**src/rtl/axis_sa_transpose_if.sv**
```systemverilog
// -----------------------------------------------------------------------------
// axis_sa_transpose_if
// Purpose : AXI-Stream style beat bus carrying N words of WY bits plus framing.
// Signals : valid - beat valid (master -> slave)
//           ready - beat accepted when valid & ready (slave -> master)
//           data  - [N-1:0][WY-1:0] payload words
//           last  - final beat of a frame
// -----------------------------------------------------------------------------
interface axis_sa_transpose_if #(
   parameter int unsigned N  = 2,
   parameter int unsigned WY = 11
) ();
   logic                 valid;
   logic                 ready;
   logic [N-1:0][WY-1:0] data;
   logic                 last;

   modport master (output valid, output data, output last, input ready);
   modport slave  (input valid, input data, input last, output ready);
endinterface

```
**src/rtl/axis_sa_transpose.sv**
```systemverilog
// -----------------------------------------------------------------------------
// axis_sa_transpose
// Purpose : Double-buffered transpose of systolic-array output tiles. Accepts C
//           column beats of R words each and re-emits the tile as R row beats
//           of C words each, row 0 first, m.last on the final row.
// Ports   : clk  - clock, rising edge
//           rst  - synchronous reset, active-high
//           s    - slave stream, one tile column per beat (data word r = row r)
//           m    - master stream, one tile row per beat (data word c = column c)
//           err  - sticky framing error (s.last misplaced), cleared by rst
// -----------------------------------------------------------------------------
module axis_sa_transpose #(
   parameter int unsigned R           = 2,
   parameter int unsigned C           = 2,
   parameter int unsigned WY          = 11,
   parameter bit          COL_REVERSE = 1'b1
) (
   input  logic                clk,
   input  logic                rst,
   axis_sa_transpose_if.slave  s,
   axis_sa_transpose_if.master m,
   output logic                err
);

   localparam int unsigned RW = (R > 1) ? $clog2(R) : 1;
   localparam int unsigned CW = (C > 1) ? $clog2(C) : 1;

   // Tile storage: two banks, not reset (contents are only exposed once a bank is full)
   logic [WY-1:0] bank_q [2][R][C];

   logic [1:0]    full_q,    full_n;
   logic          wr_bank_q, wr_bank_n;
   logic          rd_bank_q, rd_bank_n;
   logic [CW-1:0] wcol_q,    wcol_n;
   logic [RW-1:0] rrow_q,    rrow_n;
   logic          err_n;
   logic          s_ready_q, s_ready_n;
   logic          m_valid_q, m_valid_n;
   logic          m_last_q,  m_last_n;

   logic          s_fire_c;
   logic          m_fire_c;
   logic          wcol_last_c;
   logic          rrow_last_c;
   logic [CW-1:0] wr_col_c;

   // s_ready_q always mirrors !full_q[wr_bank_q] outside reset, so it gates acceptance directly
   assign s_fire_c    = s.valid & s_ready_q;
   assign m_fire_c    = m_valid_q & m.ready;
   assign wcol_last_c = (wcol_q == CW'(C - 1));
   assign rrow_last_c = (rrow_q == RW'(R - 1));
   assign wr_col_c    = COL_REVERSE ? (CW'(C - 1) - wcol_q) : wcol_q;

   assign s.ready = s_ready_q;
   assign m.valid = m_valid_q;
   assign m.last  = m_last_q;

   // Output row is a pure mux of bank registers, so no s -> m combinational path exists
   for (genvar gc = 0; gc < int'(C); gc++) begin : g_mdata
      assign m.data[gc] = bank_q[rd_bank_q][rrow_q][gc];
   end

   // Next-state: write-side column counter, read-side row counter, bank flags
   always_comb begin
      full_n    = full_q;
      wr_bank_n = wr_bank_q;
      rd_bank_n = rd_bank_q;
      wcol_n    = wcol_q;
      rrow_n    = rrow_q;
      err_n     = err;

      if (s_fire_c) begin
         // Tile always closes on the C-th beat; a misplaced or missing last only flags
         if (s.last != wcol_last_c) begin
            err_n = 1'b1;
         end
         if (wcol_last_c) begin
            wcol_n            = '0;
            full_n[wr_bank_q] = 1'b1;
            wr_bank_n         = ~wr_bank_q;
         end else begin
            wcol_n = wcol_q + CW'(1);
         end
      end

      // Reader only touches a full bank and writer only a non-full one, so flags never collide
      if (m_fire_c) begin
         if (rrow_last_c) begin
            rrow_n            = '0;
            full_n[rd_bank_q] = 1'b0;
            rd_bank_n         = ~rd_bank_q;
         end else begin
            rrow_n = rrow_q + RW'(1);
         end
      end

      s_ready_n = ~full_n[wr_bank_n];
      m_valid_n = full_n[rd_bank_n];
      m_last_n  = full_n[rd_bank_n] & (rrow_n == RW'(R - 1));
   end

   // Control state register
   always_ff @(posedge clk) begin
      if (rst) begin
         full_q    <= '0;
         wr_bank_q <= 1'b0;
         rd_bank_q <= 1'b0;
         wcol_q    <= '0;
         rrow_q    <= '0;
         err       <= 1'b0;
         s_ready_q <= 1'b0;
         m_valid_q <= 1'b0;
         m_last_q  <= 1'b0;
      end else begin
         full_q    <= full_n;
         wr_bank_q <= wr_bank_n;
         rd_bank_q <= rd_bank_n;
         wcol_q    <= wcol_n;
         rrow_q    <= rrow_n;
         err       <= err_n;
         s_ready_q <= s_ready_n;
         m_valid_q <= m_valid_n;
         m_last_q  <= m_last_n;
      end
   end

   // Column write into the current write bank
   always_ff @(posedge clk) begin
      if (s_fire_c) begin
         for (int r = 0; r < int'(R); r++) begin
            bank_q[wr_bank_q][r][wr_col_c] <= s.data[r];
         end
      end
   end

endmodule
```
**src/flat_wrapper.sv**
```systemverilog
// flat-port wrapper written by rule: the top's interface ports become plain ports
module axis_sa_transpose_flat 
#(
   parameter int unsigned R           = 2,
   parameter int unsigned C           = 2,
   parameter int unsigned WY          = 11,
   parameter bit          COL_REVERSE = 1'b1
)
  (clk, rst, err, s_valid, s_data, s_last, s_ready, m_valid, m_data, m_last, m_ready);
  axis_sa_transpose_if #(.WY(WY)) s_i ();
  axis_sa_transpose_if #(.WY(WY)) m_i ();
  input  logic clk;
  input  logic rst;
  output logic err;
  input wire logic [$bits(s_i.valid)-1:0] s_valid;
  input wire logic [$bits(s_i.data)-1:0] s_data;
  input wire logic [$bits(s_i.last)-1:0] s_last;
  output wire logic [$bits(s_i.ready)-1:0] s_ready;
  output wire logic [$bits(m_i.valid)-1:0] m_valid;
  output wire logic [$bits(m_i.data)-1:0] m_data;
  output wire logic [$bits(m_i.last)-1:0] m_last;
  input wire logic [$bits(m_i.ready)-1:0] m_ready;
  assign s_i.valid = s_valid;
  assign s_i.data = s_data;
  assign s_i.last = s_last;
  assign s_ready = s_i.ready;
  assign m_valid = m_i.valid;
  assign m_data = m_i.data;
  assign m_last = m_i.last;
  assign m_i.ready = m_ready;
  axis_sa_transpose #(.R(R), .C(C), .WY(WY), .COL_REVERSE(COL_REVERSE)) u_core (.clk(clk), .rst(rst), .s(s_i), .m(m_i), .err(err));
endmodule
```
**config.mk**
```make
export PLATFORM = sky130hd
export DESIGN_NAME = axis_sa_transpose_flat
export DESIGN_NICKNAME = d
export VERILOG_FILES = /design/src/rtl/axis_sa_transpose_if.sv /design/src/rtl/axis_sa_transpose.sv /design/src/flat_wrapper.sv
export SDC_FILE = /design/constraint.sdc
export NUM_CORES = 1
export LEC_CHECK = 0
export CELL_PAD_IN_SITES_DETAIL_PLACEMENT = 1
export CELL_PAD_IN_SITES_GLOBAL_PLACEMENT = 1
export CORE_MARGIN = 1.5
export CORE_UTILIZATION = 46
export CTS_BUF_LIST = sky130_fd_sc_hd__clkbuf_8 sky130_fd_sc_hd__clkbuf_16
export DETAILED_ROUTE_END_ITERATION = 8
export GPL_TIMING_DRIVEN = 0
export PLACE_DENSITY = 0.89
export SYNTH_ARGS = -nofsm -noshare
export SYNTH_HDL_FRONTEND = slang
export SYNTH_SLANG_ARGS = --single-unit
```
**constraint.sdc**
```tcl
create_clock -name clk -period 3.2 [get_ports clk]
set_clock_uncertainty 0.15 [all_clocks]
set_input_delay 0.64 -clock clk [delete_from_list [all_inputs] [get_ports clk]]
set_output_delay 0.64 -clock clk [all_outputs]
set_load 0.02 [all_outputs]
```
==> summary by stage <==
Critical path
The signal on the critical path passes through buf_6 -> buf_12 -> mux4_2 -> clkdlybuf4s50_1. The critical path launch point is u_core.rd_bank_q$_SDFF_PP0_. The largest individual stage delay along the critical path comes from the cell sky130_fd_sc_hd__clkdlybuf4s50_1.

In this run the worst path has a maximum fanout of 10. The required time of the critical path is between 2000 and 2500 ps. The kind of end point of the critical path is a primary output. The data arrival time at the worst-slack endpoint is approximately 2100 ps. STA classifies the critical path startpoint as a flop. The setup path with the least slack is of type reg2out. The worst register-to-register path begins at u_core.s.ready$_SDFF_PP0_.

On the worst path, the slowest cell contributes a delay of approximately 560 ps.

STA
Setup violations remaining at the end of the flow were counted as 0. The max-slew violation count was 0. In this run the tightest slew margin relative to its limit is between 10% and 20%. The minimum setup slack in the final design is between 300 and 400 ps. After layout, the minimum clock period comes to 2898 ps. Setup repair after global routing left no endpoint under its margin.

The final clock period utilization by the worst path is approximately nine tenths. The setup total negative slack is 0 ps. For the pin with the worst max-slew slack, the measured transition is approximately 1300 ps. The timing-limited maximum frequency is between 300 and 400 MHz.

The count of final hold-check violations is 0.

Die
For this configuration, the core starts out at a cell density of a little under half. The height of the die is 92.24 µm. The width of the die is approximately 92 µm. The number of rows created at floorplan is 32. The overall die area is 0.008508 mm². The core region is a little under 0.008 mm². The I/O pin count is 53.

Route
The post-detailed-routing wire length is roughly 7000 µm. The DRC violations left is 0. The count of routing violations after the opening detailed-route iteration is 92. The remaining antenna violation count is 0. For this run, the detailed router's first-pass iteration total came to 4. In the routed layout, each cell is associated on average with a via count of between 5 and 6. The routed layout has approximately 1800 vias. The wire length per cell is approximately 21 µm.

Synth
In this run, synthesis produced a sequential element count of 98. Sequential cells were found to cover just under 80% of the synthesized design area. The mean post-synth cell area is around 23 µm². The number of distinct library cells after synthesis is 30. The netlist area before placement is roughly 0.0037 mm². Counting every instance in the synthesized netlist gives 162. For this run, the number of Yosys warnings is 0. The net count after synthesis is about 190.

Finish
The final layout contains around 260 nets. Compared with the post-synthesis result, the final layout area differs by 25.92%. The post-route core utilization is around three fifths. The filler cells instantiated in the layout total between 600 and 700. The share of final-layout standard cells stronger than drive strength 1 is 20.51%. The antenna diode count is 0. The library cell used most frequently in the layout, excluding fill and tap cells, is sky130_fd_sc_hd__edfxtp_1. The top cell types in the final layout, fill and taps aside, are sky130_fd_sc_hd__edfxtp_1, sky130_fd_sc_hd__clkdlybuf4s50_1, sky130_fd_sc_hd__mux4_2.

Global route
The sum of overflow across all layers after global routing is 0. The initial antenna violation count is 0. The first global-routing pass estimated approximately 11000 µm of wire.

The global routing usage summed across all routing layers is between 15 and 20%. The via count of the first global-routing pass is between 1500 and 2000. The largest net degree at the start of global routing is 26.

CTS
TritonCTS built the clock tree. The number of gates resized after CTS is 0. The clock-pin slew on the worst setup and hold paths is 90 ps. Buffers inserted to repair hold after CTS numbered 0. The post-CTS setup buffer count is 0. The maximum clock path buffer count is 2. For the worst-skew pair, the clock arrives at the later sink with an insertion delay of ~350 ps. The CTS root buffer is sky130_fd_sc_hd__clkbuf_8. The clock net in this run drives a total of 98 sinks. The number of H-tree levels is 3. The number of buffers created by CTS is 9.

Power and ir drop
The total power is 2.491 mW. The leakage power total is about 1.5 nW. VDD sags by at most 0.2785 mV. In this run the power density over the cells is 540.0 mW/mm².

Flow run
Across the run, the number of max-cap violations was 0.

Placed design
The detailed placer's ending HPWL is about 4700 µm. OpenSTA, run right after detailed placement, puts the worst setup slack at 228.6 ps. The number of buffers inserted by port buffering is 52. Routability-driven placement finished with a final weighted congestion of a little over 0.7.

Worst hold path
The min-delay analysis places its worst path in the category reg2reg. The worst hold path begins at u_core.err$_SDFFE_PP0P_.

Run status
The flow ran to the end, and the final reports show no timing, DRC or antenna violations.
-- per-stage QoR --
| step | area [µm²] | hold WS, ps | cells |
|---|---|---|---|
| finish | 4613 | 343.3 | 336 |
| global route | 4613 | 392.0 | 336 |
| CTS | 4613 | 350.8 | 336 |
| detailed placement | 4389 | 314.3 | 320 |
| global placement | 4312 | 309.7 | 316 |
| floorplan | 3664 | 350.0 | 162 |
-- flip-flops by register name (all words and copies together), names as in the netlist --
register,flops
u_core.bank_q,88
u_core.full_q,2
u_core.err,1
u_core.m.last,1
u_core.m.valid,1
u_core.rd_bank_q,1
u_core.rrow_last_c,1
u_core.s.ready,1
u_core.wcol_last_c,1
u_core.wr_bank_q,1
-- per-layer routing --
layer	GRT usage (%)	up-vias	share of wire, %	wire [µm]
met2	28.95	47	51	3582
met1	22.94	916	43	2988
li1	-	810	-	-
met3	5.141	9	4.4	307
met4	6.795	0	1.4	100
met5	0	-	0	0
-- final cells by class --
cell class	count	area (µm²)	share of cell area, %
inverters	1	3.754	0.08137
multi-input cells	55	752.0	16.30
clock inverters	7	100.1	2.170
flip-flops and latches	98	2843	61.62
well taps	102	127.6	2.766
plain buffers	8	77.57	1.682
repair buffers	56	585.6	12.69
clock buffers	9	123.9	2.685
-- cells in the mapped netlist, drive strengths merged --
library cell,instances,area share (%)
mux2,1,0.31
mux2i,1,0.27
buf,7,2.0
nor3b,2,0.41
xnor2,1,0.24
o21bai,1,0.20
edfxtp,88,72
nand3b,1,0.20
a31oi,1,0.17
clkbuf,1,0.10
nand4b,1,0.24
nand2,2,0.20
nor2,6,0.61
nand3,2,0.27
xor2,3,0.72
or2,1,0.17
inv,1,0.10
a21oi,3,0.41
and4b,1,0.27
a41oi,1,0.24
a21bo,1,0.27
mux4,22,14
o311a,1,0.27
nor3,2,0.27
nand4,1,0.17
dfxtp,10,5.5
-- logic make-up after synthesis --
| family | synth area share, % |
|---|---|
| flip-flops | 77.60 |
| multiplexers | 14.82 |
| AND/OR/NAND/NOR | 2.835 |
| buffers and inverters | 2.220 |
| AO/OA/AOI/OAI | 1.571 |
| XOR/XNOR | 0.9565 |
-- critical path, delay by kind of cell, from the launching register on --
kind	cells	cell delay [ps]
DFF	1	330
muxes	1	520
buffers and inverters	3	910
-- final timing paths --
kind,to,slack (ps),cells after the start
max,m_data[8],300,4
min,u_core.err$_SDFFE_PP0P_,340,2
max reg2reg,u_core.bank_q[0][29]$_DFFE_PP_,1060,3
min reg2reg,u_core.err$_SDFFE_PP0P_,340,2
-- power breakdown --
part           internal (mW)  switching [mW]
logic                 0.0906          0.0910
clock network          0.445           0.418
registers               1.43          0.0129
Power figures use the tool's default switching activity.
